<file path="src/rtl/spi_ctrl_pkg.sv">
// Shared command codes and FSM state encoding for the SPI-to-RAM command sequencer.
package spi_ctrl_pkg;

  localparam logic [1:0] CMD_WR_ADDR = 2'b00;
  localparam logic [1:0] CMD_WR_DATA = 2'b01;
  localparam logic [1:0] CMD_RD_ADDR = 2'b10;
  localparam logic [1:0] CMD_RD_DATA = 2'b11;

  typedef enum logic [3:0] {
    IDLE    = 4'b0001,
    WR      = 4'b0010,
    RD_WAIT = 4'b0100,
    RD_HOLD = 4'b1000
  } state_t;

endpackage

</file>
<file path="src/rtl/spi_ram_ctrl.sv">
// Decodes 10-bit SPI slave words into RAM address/write/read actions and returns
// read data to the slave on a held tx_valid.
module spi_ram_ctrl
  import spi_ctrl_pkg::*;
#(
  parameter int ADDR_WIDTH     = 8,
  parameter int MEM_RD_LATENCY = 1,
  parameter bit AUTO_INC       = 1'b1
) (
  input  logic                  i_spi_slave_clk,
  input  logic                  i_spi_slave_rst_n,
  input  logic [9:0]            i_ctrl_rx_data,
  input  logic                  i_ctrl_rx_valid,
  input  logic                  i_ctrl_sready,
  output logic [7:0]            o_ctrl_tx_data,
  output logic                  o_ctrl_tx_valid,
  output logic [ADDR_WIDTH-1:0] o_mem_addr,
  output logic [7:0]            o_mem_wdata,
  output logic                  o_mem_we,
  output logic                  o_mem_re,
  input  logic [7:0]            i_mem_rdata,
  output logic                  o_ctrl_busy,
  output logic                  o_ctrl_err,
  input  logic                  i_ctrl_err_clr
);

  localparam logic [1:0]            LAT = 2'(MEM_RD_LATENCY);
  localparam logic [ADDR_WIDTH-1:0] ONE = 1;

  state_t                r_state;
  logic                  r_rx_vld_q;
  logic [ADDR_WIDTH-1:0] r_wr_addr;
  logic [ADDR_WIDTH-1:0] r_rd_addr;
  logic                  r_rd_addr_set;
  logic [1:0]            r_lat_cnt;
  logic                  r_rd_dummy;

  logic                  w_acc;
  logic                  w_decode;
  logic [1:0]            w_cmd;
  logic [ADDR_WIDTH-1:0] w_pl;
  logic                  w_drop;
  logic                  w_rd_noaddr;

  assign w_acc       = i_ctrl_rx_valid & ~r_rx_vld_q;
  assign w_cmd       = i_ctrl_rx_data[9:8];
  assign w_pl        = i_ctrl_rx_data[ADDR_WIDTH-1:0];
  assign w_decode    = (r_state == IDLE) || (r_state == RD_HOLD);
  assign w_drop      = w_acc & ~w_decode;
  assign w_rd_noaddr = w_acc & w_decode & (w_cmd == CMD_RD_DATA) & ~r_rd_addr_set;
  assign o_ctrl_busy = (r_state != IDLE);

  always_ff @(posedge i_spi_slave_clk or negedge i_spi_slave_rst_n) begin
    if (!i_spi_slave_rst_n) begin
      r_state         <= IDLE;
      r_rx_vld_q      <= 1'b0;
      r_wr_addr       <= '0;
      r_rd_addr       <= '0;
      r_rd_addr_set   <= 1'b0;
      r_lat_cnt       <= '0;
      r_rd_dummy      <= 1'b0;
      o_ctrl_tx_data  <= '0;
      o_ctrl_tx_valid <= 1'b0;
      o_mem_addr      <= '0;
      o_mem_wdata     <= '0;
      o_mem_we        <= 1'b0;
      o_mem_re        <= 1'b0;
      o_ctrl_err      <= 1'b0;
    end else begin
      r_rx_vld_q <= i_ctrl_rx_valid;
      o_mem_we   <= 1'b0;
      o_mem_re   <= 1'b0;
      o_mem_addr <= '0;
      // A new error event beats a simultaneous clear.
      o_ctrl_err <= w_drop | w_rd_noaddr | (o_ctrl_err & ~i_ctrl_err_clr);

      case (r_state)
        IDLE, RD_HOLD: begin
          if (w_acc) begin
            o_ctrl_tx_valid <= 1'b0;
            r_state         <= IDLE;
            case (w_cmd)
              CMD_WR_ADDR: r_wr_addr <= w_pl;
              CMD_WR_DATA: begin
                o_mem_we    <= 1'b1;
                o_mem_addr  <= r_wr_addr;
                o_mem_wdata <= i_ctrl_rx_data[7:0];
                if (AUTO_INC) r_wr_addr <= r_wr_addr + ONE;
                r_state     <= WR;
              end
              CMD_RD_ADDR: begin
                r_rd_addr     <= w_pl;
                r_rd_addr_set <= 1'b1;
              end
              default: begin
                // Without a read address, answer 0x00 anyway so the master never stalls.
                if (r_rd_addr_set) begin
                  o_mem_re   <= 1'b1;
                  o_mem_addr <= r_rd_addr;
                end
                r_rd_dummy <= ~r_rd_addr_set;
                r_lat_cnt  <= '0;
                r_state    <= RD_WAIT;
              end
            endcase
          end else if ((r_state == RD_HOLD) && i_ctrl_sready) begin
            o_ctrl_tx_valid <= 1'b0;
            r_state         <= IDLE;
          end
        end
        WR: r_state <= IDLE;
        RD_WAIT: begin
          if (r_rd_dummy) begin
            o_ctrl_tx_data  <= 8'h00;
            o_ctrl_tx_valid <= 1'b1;
            r_state         <= RD_HOLD;
          end else if (r_lat_cnt == LAT) begin
            o_ctrl_tx_data  <= i_mem_rdata;
            o_ctrl_tx_valid <= 1'b1;
            if (AUTO_INC) r_rd_addr <= r_rd_addr + ONE;
            r_state         <= RD_HOLD;
          end else begin
            r_lat_cnt <= r_lat_cnt + 2'd1;
          end
        end
        default: r_state <= IDLE;
      endcase
    end
  end

endmodule

</file>
<file path="config.mk">
export PLATFORM = sky130hd
export DESIGN_NAME = spi_ram_ctrl
export DESIGN_NICKNAME = d
export VERILOG_FILES = /design/src/rtl/spi_ctrl_pkg.sv /design/src/rtl/spi_ram_ctrl.sv
export SDC_FILE = /design/constraint.sdc
export NUM_CORES = 1
export LEC_CHECK = 0
export ABC_AREA = 1
export BUFFER_PORTS_ARGS = -buffer_cell sky130_fd_sc_hd__clkbuf_2
export CAP_MARGIN = 15
export CORE_ASPECT_RATIO = 1.75
export CORE_MARGIN = 2
export CORE_UTILIZATION = 39
export CTS_CLUSTER_SIZE = 12
export DETAILED_ROUTE_END_ITERATION = 10
export PLACE_DENSITY_LB_ADDON = 0.3
export SLEW_MARGIN = 20
export SYNTH_ARGS = -nofsm -noshare
export SYNTH_HDL_FRONTEND = slang
export SYNTH_SLANG_ARGS = --single-unit
</file>
<file path="constraint.sdc">
create_clock -name i_spi_slave_clk -period 3.4 [get_ports i_spi_slave_clk]
set_input_delay 0.68 -clock i_spi_slave_clk [delete_from_list [all_inputs] [get_ports i_spi_slave_clk]]
set_output_delay 0.68 -clock i_spi_slave_clk [all_outputs]
set_load 0.02 [all_outputs]
</file>
=== After elaboration in Yosys (flattened, before gate mapping) ===
Cells that the tools add are included.

* Bits in registers: 53
* Word-level logic and storage cells: 99

* Eq/ne operators: 16
* Add/sub/neg operators: 3
* Reductions and logical operators: 18
* Muxes and demuxes: 35
* Bitwise operators: 13

{| class="wikitable"
|+ Operators by type and width
! cell !! number
|-
| 8-bit two-way mux || 9
|-
| 8-bit case mux with 2 select lines || 3
|-
| 8-bit by 1-bit adder with 8-bit output, second input constant || 2
|-
| 4-bit two-way mux || 4
|-
| 3-bit AND reduction || 5
|-
| 1-bit two-way mux || 11
|-
| 2-bit != test, second input constant || 5
|-
| 5-bit AND reduction || 2
|-
| 2-bit two-way mux || 4
|-
| 4-bit case mux with 2 select lines || 1
|-
| 1-bit AND || 6
|-
| 3-bit != test, second input constant || 2
|-
| 3-bit case mux with 2 select lines || 1
|-
| 2-bit nonzero test || 3
|-
| 1-bit inverter || 5
|-
| 2-bit by 1-bit equality test with 1-bit output, second input constant || 2
|-
| 2-bit equality test, second input constant || 2
|-
| 4-bit by 1-bit equality test with 1-bit output, second input constant || 1
|-
| 4-bit by 3-bit equality test with 1-bit output, second input constant || 1
|-
| 4-bit equality test, second input constant || 1
|-
| 4-bit by 1-bit != test with 1-bit output, second input constant || 1
|-
| 2-bit case mux with 2 select lines || 1
|-
| 2-bit AND reduction || 2
|-
| 2-bit OR reduction || 2
|-
| 8 further kinds || 9
|}

=== Logic depth before layout (Yosys ltp) ===
Gate-level depths: netlist of run 1.

* Depth after elaboration: 7
* Gate-level depth with buffers: 9
* Gate-level depth less buffers: 9

=== Worst setup path after synthesis of run 1 ===
Ideal clock, no wire load.

* Path type: input port to flip-flop
* Start point: in i_ctrl_rx_valid
* End point: reg r_rd_addr[0]
* Path slack: 1.807 ns
* Arrival time: 1.528 ns
* Path buffers: 0
* Stages: 8
* Setup time: 0.065 ns
* Required time: 3.335 ns
* Path through: inv_1 > nor2_2 > inv_1 > nand2_1 > nand2_1 > nor2_2 > nand2_1 > nand2_1

* Word-level cells in the longest chain between the ends: 3

{| class="wikitable"
|+ RTL lines
! item !! RTL line !! source
|-
| from (decl) || spi_ram_ctrl.sv:13 || <nowiki>input logic i_ctrl_rx_valid,</nowiki>
|-
| 1-bit AND || spi_ram_ctrl.sv:45 || <nowiki>assign w_acc = i_ctrl_rx_valid & ~r_rx_vld_q;</nowiki>
|-
| 2-bit != test (no line) || n/a ||
|-
| 5-bit AND reduction (no line) || n/a ||
|-
| to (signal assigned) || spi_ram_ctrl.sv:92 || <nowiki>r_rd_addr <= w_pl;</nowiki>
|-
| to (signal assigned) || spi_ram_ctrl.sv:120 || <nowiki>if (AUTO_INC) r_rd_addr <= r_rd_addr + ONE;</nowiki>
|-
| to (decl) || spi_ram_ctrl.sv:33 || <nowiki>logic [ADDR_WIDTH-1:0] r_rd_addr;</nowiki>
|}

Every way passes these cells.
A chain may end at the register's enable or synchronous reset.

=== Worst setup path after layout of run 1 ===
* Start point: reg r_state[0]
* End point: out o_ctrl_busy

* Word-level cells in the longest chain between the ends: 1

{| class="wikitable"
|+ RTL lines
! item !! RTL line !! source
|-
| from (decl) || spi_ram_ctrl.sv:30 || <nowiki>state_t r_state;</nowiki>
|-
| from (signal assigned) || spi_ram_ctrl.sv:55 || <nowiki>r_state <= IDLE;</nowiki>
|-
| from (signal assigned) || spi_ram_ctrl.sv:81 || <nowiki>r_state <= IDLE;</nowiki>
|-
| from (signal assigned) || spi_ram_ctrl.sv:89 || <nowiki>r_state <= WR;</nowiki>
|-
| 4-bit by 1-bit != test with 1-bit output || spi_ram_ctrl.sv:51 || <nowiki>assign o_ctrl_busy = (r_state != IDLE);</nowiki>
|-
| to (decl) || spi_ram_ctrl.sv:22 || <nowiki>output logic o_ctrl_busy,</nowiki>
|}

Every way passes these cells.

==> results.md, run 1 <==
- Vias: about 2300
- Synth Register Bits: 53
- Antenna viol nets, final: 0
- DRC viols: 0
- Worst skew pair latency: 290 ps
- Maxcap violations: 0
- Core outline area: 6490 um^2
- Critical path cell sequence: inv_1 > nor2_1 > nand2_2 > clkbuf_2
- # IOs: 52
- Hold Crit Class: in -> async
- Net Sw Frac: 0.410
- Buffers and inverters on the worst path: 2
- CP Launch Type: flop
- Die footprint: 7370 um^2
- DRT Pass-1 Iters: 5
- Iter 0 DRT Violations: 131
- Status: finished clean
- GRT Residual Overflow: 0
- Avg WL per Cell: 13.9 um
- Cts hold-fix bufs: 0
- Seq pwr share: 0.436
- Area of the mapped netlist: 2600 um^2
- CTS tree: built
- RSZ-0062 raised after global routing: false
- Gates resized, CTS repair: 0
- Data arrival, critical path: 1250 ps
- Leakage power: 1.66 nW
- Initial Util: 0.401
- Largest net degree at the start of global routing: 39
- Syn Inst Count: 335
- Max-slew violations: 0
- Worst rel slew slack: 0.677
- Routed Wire Length: about 6.6 mm
- First-pass GRT wire length: 10.6 mm
- Sw power: 0.980 mW
- Ant diodes: 0
- Busiest grt layer: met2
- Final WS setup: about 1500 ps
- Fin crit share: 0.569
- CP Class: reg -> out
- DP HPWL: between 5 and 6 mm
- H-tree levels: 2
- Actual slew at the worst max-slew pin: 484 ps
- Post-route minimum period: 1930 ps
- Layout cell share with drive strength beyond 1: 0.190
- P&R area growth vs syn: 18.2%
- Delay-heaviest family, CP: flip-flops
- Crit-path max cell delay: 550 ps
- CP max FO: 4
- GP Congestion: 0.913
- Grt met2 use: 0.349
- Gate power share: 0.355
- Overall routing resource usage: 0.190
- Peak supply drop: roughly 0.29 mV
- GR Util met3: 0.0351
- Die width: 65.8 um
- Placement Rows: 39
- Setup-failing EPs final: 0
- Synth warn: 0
- Total power per unit cell area: 776 nW/um^2
- Clk_skew: roughly 7.3 ps
- Yosys cell types: 25
- Die Ht: about 110 um
- Vias in the first global route: 2239
- Final net count: about 410
- CTS buffer count: 5
- Place WS: roughly 1400 ps
- CTS sink cnt: 53
- Clock transition at path regs: 70 ps
- Antenna violations before repair: 0
- Syn nets: 361
- Met1 GRT Util: 0.206
- # port buffers: 51
- Register area share after synthesis: 0.510
- Clock share of power: 0.209
- Highest-delay cell along the critical path: dfstp_2
- Via-to-Cell Ratio: 4.96
- Worst Path Required: 2720 ps
- Postcts setup bufs: 0
- Endpoints failing hold: 0
- Setup TNS Final: 0 ps
- Peak Freq: 517 MHz
- Crit end category: output port
- CTS Root Cell: clkbuf_16
- Internal power: 1.41 mW
- Syn_area_per_cell: 7.78 um^2
- Clock buffer depth: 2
[metrics by stage]
step	instance area [um^2]	util	cells	power [mW]	hold slack, ps
2_1_floorplan	2610	-	335	1.60	384
3_3_place_gp	2940	0.452	463	1.88	467
3_5_place_dp	2940	0.452	463	1.91	471
4_1_cts	3080	0.474	471	2.41	300
5_1_grt	3080	0.474	471	2.57	317
6_report	3080	0.474	471	2.39	293
[state kept, by name, summed over array words and instances, names as in the netlist]
name             flops
o_ctrl_err           1
o_ctrl_tx_data       8
o_ctrl_tx_valid      1
o_mem_addr           8
o_mem_re             1
o_mem_wdata          8
o_mem_we             1
r_lat_cnt            2
r_rd_addr            8
r_rd_addr_set        1
r_rd_dummy           1
r_rx_vld_q           1
r_state              4
r_wr_addr            8
[power groups by stage]
stage	combinational, mW	clock (mW)	sequential [mW]
3_3_place_gp	0.843	0	1.04
6_report	0.849	0.499	1.04
5_1_grt	0.961	0.538	1.07
3_5_place_dp	0.855	0	1.05
4_1_cts	0.862	0.513	1.04
2_1_floorplan	0.463	0	1.14
[synthesized netlist by cell type, drive strengths merged]
| cell type | n | area share |
|---|---|---|
| a21oi | 2 | 0.0038 |
| buf | 4 | 0.010 |
| clkbuf | 2 | 0.0029 |
| clkinv | 1 | 0.0014 |
| dfrtp | 52 | 0.50 |
| dfstp | 1 | 0.010 |
| ha | 3 | 0.014 |
| inv | 30 | 0.043 |
| nand2 | 133 | 0.20 |
| nand3 | 21 | 0.045 |
| nor2 | 28 | 0.049 |
| nor3 | 2 | 0.0038 |
| o211ai | 1 | 0.0029 |
| o21ai | 47 | 0.090 |
| o221ai | 1 | 0.0034 |
| or2 | 2 | 0.0048 |
| xnor2 | 2 | 0.0067 |
| xor2 | 3 | 0.010 |
[area by class of cell]
cell class / instances / area (um^2)
Clock inverter: 2 / 13.8
Sequential cell: 53 / 1330
Clock buffer: 6 / 129
Tap cell: 82 / 103
Fill cell: 663 / 3410
Multi-Input combinational cell: 245 / 1130
Timing Repair Buffer: 52 / 263
Inverter: 31 / 116
[layout by cell type, fill, tap and decap left out, drive strengths merged]
master  instances
dfstp           1
nand2         133
clkinv          2
o21ai          47
nor3            2
a21oi           2
inv            31
dfrtp          52
o211ai          1
buf             1
xnor2           2
or2             2
ha              3
xor2            3
nor2           28
nand3          21
o221ai          1
clkbuf         57
[worst register-to-register path, delay by kind of cell, from the launching register on]
| family | cells | cell delay, ps |
|---|---|---|
| flops | 1 | 550 |
| simple gates | 7 | 1110 |
| buf+inv | 1 | 220 |
[cells by family after synthesis]
logic type      share of synthesized area
buf+inv                            0.0576
simple gates                        0.301
compound gates                      0.100
fa+ha+maj                          0.0144
flops                               0.510
xor+xnor                           0.0168
[metal layers]
layer / wire [um] / share of wire
met5: 0 / 0
met4: 200 / 0.030
met3: 276 / 0.042
met2: 3560 / 0.54
met1: 2530 / 0.39
[worst paths after layout]
kind	from	end	slack [ps]	cells after the start
min in group i_spi_slave_clk	r_state[0]	r_state[0]	480	2
min	i_spi_slave_rst_n	o_mem_addr[6]	290	1
max in group asynchronous	i_spi_slave_rst_n	r_state[0]	2260	2
max	r_state[0]	o_ctrl_busy	1470	4
max reg2reg	r_state[0]	r_rd_addr[7]	1480	8
min reg2reg	r_state[0]	r_state[0]	480	2
No activity file was read; power rests on OpenSTA's default activity.
==> inputs of run 2 (changes only) <==
Clock period 3.4 ns to 1.95 ns, I/O delays scaled along.
==> results.md, run 2 (same netlist as run 1, synthesis figures left out) <==
- Status: finished clean
- Worst skew pair latency: 290 ps
- Commonest non-fill, non-tap cells in the layout: nand2_1, dfrtp_1, clkbuf_2, o21ai_0, inv_1
- P&R area growth vs syn: 21.3%
- # port buffers: 51
- Die width: 65.8 um
- Setup-failing EPs final: 0
- Peak Freq: about 600 MHz
- Peak supply drop: roughly 0.45 mV
- Maxcap violations: 0
- Setup TNS Final: 0 ps
- Register area: about 1300 um^2
- Hold Crit Class: in -> async
- Register-to-Register Path Depth: 9
- Place WS: 132 ps
- First-pass GRT wire length: 10.6 mm
- Worst Path Required: roughly 2200 ps
- CTS sink cnt: 53
- Overall routing resource usage: 0.187
- Max-slew violations: 0
- Post-route minimum period: about 1700 ps
- DRC viols: 0
- Via-to-Cell Ratio: 4.85
- Leakage power: 1.70 nW
- Die footprint: 7370 um^2
- Avg WL per Cell: approximately 13 um
- Final net count: 421
- Crit end category: flop
- Worst R2R End: o_mem_wdata[3]
- Antenna violations before repair: 0
- Layout cell share with drive strength beyond 1: 0.202
- WHS: ~80 ps
- CP max FO: 19
- Placement Rows: 39
- GRT Residual Overflow: 0
- Commonest non-fill, non-tap cell in the layout: nand2_1
- Routed Wire Length: 6.39 mm
- Vias in the first global route: ~2200
- Largest net degree at the start of global routing: 54
- Register-to-Register Setup Slack: about 240 ps
- Vias: approximately 2300
- Data arrival, critical path: 1940 ps
- FF-to-FF Start: r_state[0]
- Total power per unit cell area: 1330 nW/um^2
- H-tree levels: 2
- Dpl cell area: 2980 um^2
- Ant diodes: 0
- CP Launch Type: flop
- RSZ-0062 raised after global routing: false
- Antenna viol nets, final: 0
- CP Class: reg -> reg
- Multi-input logic area: between 1000 and 1500 um^2
- Gates resized, CTS repair: 0
- CTS buffer count: 5
- Placed cells: 467
- CTS tree: built
- Actual slew at the worst max-slew pin: about 340 ps
- Post-Layout Cell Count: around 480
- Tot Pwr: approximately 4.2 mW
- # IOs: 52
- Clock transition at path regs: 70 ps
- DP HPWL: 4.86 mm
- Initial Util: 0.401
- Core outline area: 6490 um^2
- Final core occ: 0.487
- Iter 0 DRT Violations: 161
- CTS Root Cell: clkbuf_16
- Clk_skew: 7.81 ps
- Fill cells: around 630
- Die Ht: about 110 um
- Worst rel slew slack: 0.771
- Final WS setup: around 240 ps
- DRT Pass-1 Iters: 4
- Endpoints failing hold: 0
- GP Congestion: 0.891
- Final Cell Area: 3160 um^2
- Clock buffer depth: 2
- Fin crit share: 0.876
-- run 2: repair_timing --
item	CTS	global route
setup endpoints to repair	0	2
hold buffers	0	0
setup buffers	0	3
-- run 2: power breakdown --
group	switching (mW)	internal, mW	leakage, nW
Combinational	0.983	0.526	0.968
Clock	0.387	0.513	0.0712
Sequential	0.315	1.49	0.664
Total	1.69	2.53	1.70
-- run 2: area by class of cell --
type | instances | area share
multi-input combinational | 245 | 0.357
sequential | 53 | 0.420
clock buffer | 8 | 0.0463
timing repair buffer | 59 | 0.108
inverter | 31 | 0.0368
tap | 82 | 0.0325
-- run 2: worst max path at each step --
stage                           from              to  slack (ps)  cells after the start
after floorplan           r_state[0]  o_mem_wdata[6]         410                      8
after global placement    r_state[0]   o_mem_addr[6]         130                      8
after detailed placement  r_state[0]   o_mem_addr[6]         130                      8
after CTS                 r_state[0]   o_mem_addr[6]         120                      8
after global routing      r_state[3]  o_mem_wdata[3]          90                      9
final                     r_state[0]  o_mem_wdata[3]         240                      9
-- run 2: layer usage --
| layer | part of all wire | vias up | track usage |
|---|---|---|---|
| li1 | - | 1178 | - |
| met1 | 0.41 | 1052 | 0.226 |
| met2 | 0.52 | 67 | 0.310 |
| met3 | 0.036 | 20 | 0.0291 |
| met4 | 0.041 | 0 | 0.106 |
| met5 | 0 | - | 0 |
-- run 2: critical path, cell delays in order (launching register included) --
cell and delay [ps]:
dfstp_2 550, inv_1 40, nor2_1 100, nand2_2 100, nand2_4 130, nand3_4 200
nor2_4 260, buf_12 150, nand2_1 60, nand2_1 60
==> inputs of run 3 (changes only) <==
Settings changed: CORE_UTILIZATION 39 to 54, RECOVER_POWER from default to 50.
==> results.md, run 3 (same netlist as run 1, synthesis figures left out) <==
- Worst Path Required: 2180 ps
- CTS Root Cell: clkbuf_8
- Vias: approximately 2400
- Crit end category: flop
- CTS sink cnt: 53
- Routed Wire Length: 6.50 mm
- Crit path depth: 8
- Worst skew pair latency: 310 ps
- Register area: between 1000 and 1500 um^2
- Initial Util: 0.558
- Commonest non-fill, non-tap cells in the layout: nand2_1, dfrtp_1, o21ai_0, clkbuf_2, inv_1
- Multi-input logic area: 1130 um^2
- Actual slew at the worst max-slew pin: 918 ps
- Layout cell share with drive strength beyond 1: 0.160
- Clock transition at path regs: around 90 ps
- Delay-heaviest family, CP: simple AND/OR/NAND/NOR gates
- Commonest non-fill, non-tap cell in the layout: nand2_1
- Placement Rows: 33
- Vias in the first global route: around 2400
- DP HPWL: 4.87 mm
- Ant diodes: 0
- Antenna violations before repair: 0
- Buffers and inverters on the worst path: 1
- Fin crit share: 0.912
- CP Launch Type: flop
- WHS: 187 ps
- Endpoints failing hold: 0
- Peak Freq: 562 MHz
- Highest-delay cell along the critical path: dfstp_2
- Sw power: around 1.7 mW
- Maxcap violations: 0
- First-pass GRT wire length: between 10 and 15 mm
- Die Ht: 95.9 um
- Placed cells: 437
- Overall routing resource usage: 0.254
- Largest net degree at the start of global routing: 28
- Critical path cell sequence: inv_1 > nor2_1 > nand2_2 > nand2_4 > nand3_4 > nor2_4 > nand2_1 > o21ai_0
- P&R area growth vs syn: 16.0%
- Clock share of power: 0.190
- Clock buffer depth: 2
- Worst rel slew slack: 0.388
- DRT Pass-1 Iters: 4
- Setup TNS Final: 0 ps
- Setup-failing EPs final: 0
- # port buffers: 51
- Crit path to: o_mem_addr[4]
- Iter 0 DRT Violations: 92
- CTS buffer count: 5
- Status: finished clean
- Register-to-Register Path Depth: 8
- Post-route minimum period: around 1800 ps
- RSZ-0062 raised after global routing: false
- Crit-path max cell delay: 570 ps
- Antenna viol nets, final: 0
- Gates resized, CTS repair: 0
- Via-to-Cell Ratio: 5.38
- Avg WL per Cell: 14.6 um
- Net Sw Frac: 0.414
- Fill cells: 414
- Core outline area: 4670 um^2
- Peak supply drop: around 0.90 mV
- Worst setup startpoint: r_state[0]
- Gate power share: 0.363
- FF-to-FF Start: r_state[0]
- Final core occ: 0.648
- CP max FO: 19
- H-tree levels: 2
- DRC viols: 0
- # IOs: 52
- Total power per unit cell area: 1350 nW/um^2
- Register-to-Register Setup Slack: 170 ps
- Max-slew violations: 0
- Clk_skew: 10.4 ps
- CP Class: reg -> reg
- CTS tree: built
- Data arrival, critical path: 2010 ps
- Postcts setup bufs: 0
- Internal power: 2.39 mW
- Final net count: 418
- Die width: 56.5 um
- Hold Crit Class: in -> async
- Die footprint: 5420 um^2
- GRT Residual Overflow: 0
- Leakage power: approximately 1.6 nW
- Tot Pwr: just over 4 mW
- Worst R2R End: o_mem_addr[4]
- GP Congestion: just under 0.9
- Seq pwr share: 0.447
- Post-Layout Cell Count: 445
- Cts hold-fix bufs: 0
==> run 3: per-layer routing <==
metal,global-route usage,vias to the layer above,share of wire
li1,-,1168,-
met1,0.266,1093,0.36
met2,0.475,109,0.53
met3,0.0363,26,0.061
met4,0.147,0,0.044
met5,0,-,0
==> run 3: power by group through the flow <==
| stage | Sequential [mW] | Combinational (mW) | Clock, mW |
|---|---|---|---|
| detailed placement | 1.83 | 1.49 | 0 |
| global placement | 1.82 | 1.45 | 0 |
| floorplan | 1.98 | 0.808 | 0 |
| CTS | 1.81 | 1.50 | 0.783 |
| finish | 1.82 | 1.48 | 0.773 |
| global route | 1.86 | 1.67 | 0.821 |
==> run 3: cell type report <==
| type | instances | area share |
|---|---|---|
| clock buffers | 7 | 0.0286 |
| clock inverters | 1 | 0.00994 |
| inverters | 31 | 0.0385 |
| multi-input cells | 245 | 0.373 |
| flip-flops and latches | 53 | 0.439 |
| well taps | 52 | 0.0215 |
| repair buffers | 56 | 0.0890 |
==> run 3: worst reg2reg max path, cell delays in order (launching register included) <==
cell and delay, ps:
dfstp_2 570, inv_1 40, nor2_1 120, nand2_2 110, nand2_4 130, nand3_4 200
nor2_4 340, nand2_1 120, o21ai_0 90
==> run 3: how the worst min path moves through the flow <==
stage                            from                 to  slack, ps  cells past startpoint
detailed placement  i_spi_slave_rst_n  o_ctrl_tx_data[6]        360                      1
CTS                 i_spi_slave_rst_n  o_ctrl_tx_data[6]         30                      1
finish              i_spi_slave_rst_n  o_ctrl_tx_data[6]        190                      1
global route          i_ctrl_rx_valid         r_rx_vld_q        190                      1
global placement    i_spi_slave_rst_n  o_ctrl_tx_data[0]        360                      1
floorplan           i_spi_slave_rst_n         o_ctrl_err         90                      0
==> run 3: through the flow <==
step	setup slack [ps]	area, um^2
after floorplan	409	2610
after global placement	255	2940
after detailed placement	210	2940
after CTS	175	3060
after global routing	10.6	3020
final	172	3020
